File: config.mk
export PLATFORM = sky130hd
export DESIGN_NAME = dmem_arbiter
export DESIGN_NICKNAME = d
export VERILOG_FILES = /design/src/rtl/dmem_arbiter.sv
export SDC_FILE = /design/constraint.sdc
export NUM_CORES = 1
export LEC_CHECK = 0
export BUFFER_PORTS_ARGS = -buffer_cell sky130_fd_sc_hd__buf_2
export CAP_MARGIN = 20
export CORE_UTILIZATION = 30
export DETAILED_ROUTE_END_ITERATION = 7
export HOLD_SLACK_MARGIN = 0.1
export PLACE_DENSITY = 0.67
export SLEW_MARGIN = 20
export SYNTH_ARGS = -nofsm -noshare
export SYNTH_HDL_FRONTEND = slang
export SYNTH_SLANG_ARGS = --single-unit
File: constraint.sdc
create_clock -name clk -period 1.9 [get_ports clk]
set_input_delay 0.19 -clock clk [delete_from_list [all_inputs] [get_ports clk]]
set_output_delay 0.19 -clock clk [all_outputs]
set_load 0.005 [all_outputs]
File: src/rtl/dmem_arbiter.sv
// Two-requester round-robin arbiter in front of a single-port 16-bit data memory.
// Each accepted request costs one ACCESS cycle; the response follows one cycle later.
module dmem_arbiter #(
    parameter int MEM_WORDS = 256
) (
    input  logic        clk,
    input  logic        rst_n,

    input  logic        a_req,
    input  logic        a_we,
    input  logic [15:0] a_addr,
    input  logic [15:0] a_wdata,
    output logic        a_gnt,
    output logic        a_rvalid,
    output logic        a_err,
    output logic [15:0] a_rdata,

    input  logic        b_req,
    input  logic        b_we,
    input  logic [15:0] b_addr,
    input  logic [15:0] b_wdata,
    output logic        b_gnt,
    output logic        b_rvalid,
    output logic        b_err,
    output logic [15:0] b_rdata,

    output logic        mem_read,
    output logic        mem_write,
    output logic [15:0] mem_addr,
    output logic [15:0] mem_wdata,
    input  logic [15:0] mem_rdata
);

    typedef enum logic {
        IDLE,
        ACCESS
    } state_t;

    localparam logic [16:0] WORD_LIMIT = 17'(MEM_WORDS);

    state_t      state;
    logic        pref_b;
    logic        id_q;
    logic        we_q;
    logic        oor_q;

    logic        grant_a;
    logic        grant_b;
    logic        sel_we;
    logic [15:0] sel_addr;
    logic [15:0] sel_wdata;
    logic        sel_oor;

    // Grant must be visible in the same cycle the request is sampled, so it is
    // decoded from the registered state and the live requests.
    always_comb begin
        grant_a = 1'b0;
        grant_b = 1'b0;
        if (rst_n && state == IDLE) begin
            if (a_req && (!b_req || !pref_b)) begin
                grant_a = 1'b1;
            end else if (b_req) begin
                grant_b = 1'b1;
            end
        end
    end

    assign a_gnt = grant_a;
    assign b_gnt = grant_b;

    always_comb begin
        sel_we    = grant_b ? b_we    : a_we;
        sel_addr  = grant_b ? b_addr  : a_addr;
        sel_wdata = grant_b ? b_wdata : a_wdata;
        sel_oor   = {2'b00, sel_addr[15:1]} >= WORD_LIMIT;
    end

    always_ff @(posedge clk) begin
        if (!rst_n) begin
            state     <= IDLE;
            pref_b    <= 1'b0;
            id_q      <= 1'b0;
            we_q      <= 1'b0;
            oor_q     <= 1'b0;
            mem_read  <= 1'b0;
            mem_write <= 1'b0;
            mem_addr  <= 16'h0000;
            mem_wdata <= 16'h0000;
            a_rvalid  <= 1'b0;
            a_err     <= 1'b0;
            a_rdata   <= 16'h0000;
            b_rvalid  <= 1'b0;
            b_err     <= 1'b0;
            b_rdata   <= 16'h0000;
        end else begin
            a_rvalid  <= 1'b0;
            a_err     <= 1'b0;
            b_rvalid  <= 1'b0;
            b_err     <= 1'b0;
            mem_read  <= 1'b0;
            mem_write <= 1'b0;
            mem_addr  <= 16'h0000;
            mem_wdata <= 16'h0000;

            case (state)
                IDLE: begin
                    if (grant_a || grant_b) begin
                        state     <= ACCESS;
                        id_q      <= grant_b;
                        pref_b    <= grant_a;
                        we_q      <= sel_we;
                        oor_q     <= sel_oor;
                        mem_addr  <= sel_addr;
                        mem_wdata <= sel_wdata;
                        mem_write <= sel_we && !sel_oor;
                        mem_read  <= !sel_we && !sel_oor;
                    end
                end

                ACCESS: begin
                    // Out-of-range and write responses leave the requester's rdata untouched.
                    state <= IDLE;
                    if (id_q) begin
                        b_rvalid <= 1'b1;
                        b_err    <= oor_q;
                        if (!we_q && !oor_q) begin
                            b_rdata <= mem_rdata;
                        end
                    end else begin
                        a_rvalid <= 1'b1;
                        a_err    <= oor_q;
                        if (!we_q && !oor_q) begin
                            a_rdata <= mem_rdata;
                        end
                    end
                end

                default: state <= IDLE;
            endcase
        end
    end

endmodule

==> results_dict.tcl <==
set metrics [dict create \
    post-route-period-util_pct 93.9 \
    final_layout_size_suffix_gt1_share_pct 32.7 \
    design.core.area_um2 8380 \
    clkTransAtPathRegs_ns 0.07 \
    synth_common_cells "nand2_1, dfxtp_1, a21oi_1" \
    io_pins 158 \
    powerDensity_nw_per_um2 769 \
    dieArea_um2 9170 \
    vias 3129 \
    dr.pass1.iters 4 \
    row_count 33 \
    tns_ns 0 \
    place_congestion 0.775 \
    critPathRequiredTime_ns 2.13 \
    postRouteAntennaNets 0 \
    synthDistinctLibCells 29 \
    grt_max_degree 34 \
    syn_area_per_cell_um2 8.07 \
    cts_tree "done" \
    portBuffers 157 \
    synth-compound-area-share_pct 14.9 \
    root_buffer "clkbuf_8" \
    regToRegSetupSlack_ns 0.39 \
    synthAdderAreaFrac_pct 0 \
    track_usage_pct 19.6 \
    fillers 772 \
    cts_buffers 9 \
    syn_inst 327 \
    min_period_ns 1.78 \
    path_max_fanout 3 \
    synthSimpleGateAreaFrac_pct 24.1 \
    reg2reg_to "mem_read" \
    tightest_slew_ns 0.385 \
    wirelength_um 8880 \
    fp.dieW_um 95.8 \
    fin_nets 647 \
    synth_area_leader_cell "dfxtp_1" \
    utilization_pct 54.0 \
    drcViolationCount 0 \
    arrival_ns 2.02 \
    top_usage_layer "met2" \
    clock.fmax_ghz 0.561 \
    hp-class "in -> reg" \
    slew_headroom_pct 74.1 \
    finalSetupViolCount 0 \
    synth-main-ff-cell "dfxtp_1" \
    clockBufferDepth 2 \
    muxShareOfSynthArea_pct 0.379 \
    endpoint_kind "flop" \
    rsz0062_at_grt "no" \
    clock_skew_ns 0.00974 \
    synth.most_common_cell "nand2_1" \
    grtUsageMet2_pct 33.0 \
    p_leak_nw 2.18 \
    start_kind "input port" \
    routedWlPerCell_um 13.2 \
    synth-seq-cells 75 \
    antenna_found_initial 0 \
    use_met1_pct 22.0 \
    cap_violations 0 \
    critPathLaunch "a_addr[9]" \
    hold_viol 0 \
    die_y_um 95.8 \
    synthTopCellsByArea "dfxtp_1, nand2_1, a21oi_1" \
    crit_type "in -> reg" \
    synth.yosys.seq_area_share_pct 56.9 \
    r2r-start "pref_b" \
    htreeDepth 3 \
    yosysWarnings 0 \
    finalMaxSlewViolations 0 \
    rr_worst_depth 5 \
    clk_latency_ns 0.34 \
    dp_hpwl_um 5330 \
    syn_area_um2 2640 \
    drt_iter0_drc 104 \
    antenna_cells 0 \
    grt_first_pass_wirelength_um 13700 \
    synth_edf_count 0 \
    cts_sinks 75 \
    synth-xor-area-share_pct 0 \
    grt_overflow_total 0 \
    viasPerCell 4.66 \
    grt_use_met3_pct 7.50 \
    yosys.area.top_type_share_pct 56.9 \
    endpoint "oor_q" \
    synth_fp_nets 413 \
    ir_worst_vdd_uv 550 \
    start_util_pct 31.5 \
    status "finished, final reports clean" \
    synthToLayoutAreaGrowth_pct 71.6 \
    synth_top_family_by_area "simple AND/OR/NAND/NOR gates" \
    async_reset_ff_share_pct 0 \
    grt_pass1_vias 3011 \
]
## worst max-delay path, cell delays in order
cell	delay (ns)
dlygate4sd3_1	0.54
buf_2	0.12
or4_1	0.53
a311o_1	0.33
a21o_1	0.19
o211a_1	0.12
## final cells by class
cell class / instances / area, um^2 / share of cell area, %
clock inverters: 5 / 60.1 / 1.33
flip-flops and latches: 75 / 1500 / 33.2
inverters: 4 / 17.5 / 0.387
repair buffers: 243 / 1630 / 35.9
clock buffers: 11 / 151 / 3.34
multi-input cells: 228 / 1040 / 23.0
well taps: 105 / 131 / 2.90
## worst min path at each step
stage | start | to | slack (ns) | cells after the start
CTS | b_addr[12] | mem_addr[12] | 0.10 | 3
global placement | b_wdata[3] | mem_wdata[3] | 0.43 | 3
finish | b_we | mem_write | 0.13 | 3
detailed placement | b_wdata[10] | mem_wdata[10] | 0.43 | 3
global route | b_wdata[13] | mem_wdata[13] | 0.12 | 3
floorplan | b_addr[0] | mem_addr[0] | 0.33 | 2
## per-stage QoR
| stage | total power [mW] | setup WS, ns | cell area, um^2 | hold slack (ns) | cells |
|---|---|---|---|---|---|
| finish | 3.48 | 0.116 | 4530 | 0.127 | 671 |
| global route | 3.66 | 0.0774 | 4530 | 0.116 | 671 |
| CTS | 3.52 | 0.0444 | 4520 | 0.101 | 670 |
| detailed placement | 2.11 | 0.331 | 3530 | 0.434 | 577 |
| global placement | 2.10 | 0.314 | 3530 | 0.429 | 577 |
| floorplan | 1.89 | 0.493 | 2640 | 0.326 | 327 |
## timing repair
action,in CTS,in global routing
setup buffers,0,0
endpoints found under the setup margin,0,1
gates resized for setup,0,2
hold endpoints to repair,58,1
hold buffers,77,1
## report_power, final
part / switching, mW / internal, mW
clock: 0.587 / 0.683
sequential: 0.0323 / 1.65
combinational: 0.245 / 0.285
## sequential cells by signal, summed over array words and instances (netlist names)
name,flops
state,1
b_rvalid,1
mem_read,1
a_rdata,16
mem_addr,16
a_rvalid,1
mem_write,1
b_err,1
id_q,1
b_rdata,16
mem_wdata,16
a_err,1
pref_b,1
we_q,1
oor_q,1
## routing by layer
metal	routed length [um]	up-vias
met5	0	-
met4	161	0
met3	883	16
met2	4180	162
met1	3650	1426
li1	-	1525
## cell families after synthesis
logic type | Yosys count
multiplexers | 1
AND/OR/NAND/NOR | 155
AO/OA/AOI/OAI | 72
buffers and inverters | 24
flip-flops | 75
## cells in the final DEF, fill, tap and decap left out, types with 2 or more instances in the layout
cell type	n
a21boi_0	5
a21oi_1	60
and3_1	3
buf_2	157
buf_4	8
clkbuf_8	11
dfxtp_1	75
dlygate4sd3_1	78
inv_1	3
nand2_1	130
nand2b_1	2
nand3_1	3
nor2_1	8
No activity file was read; power rests on OpenSTA's default activity.
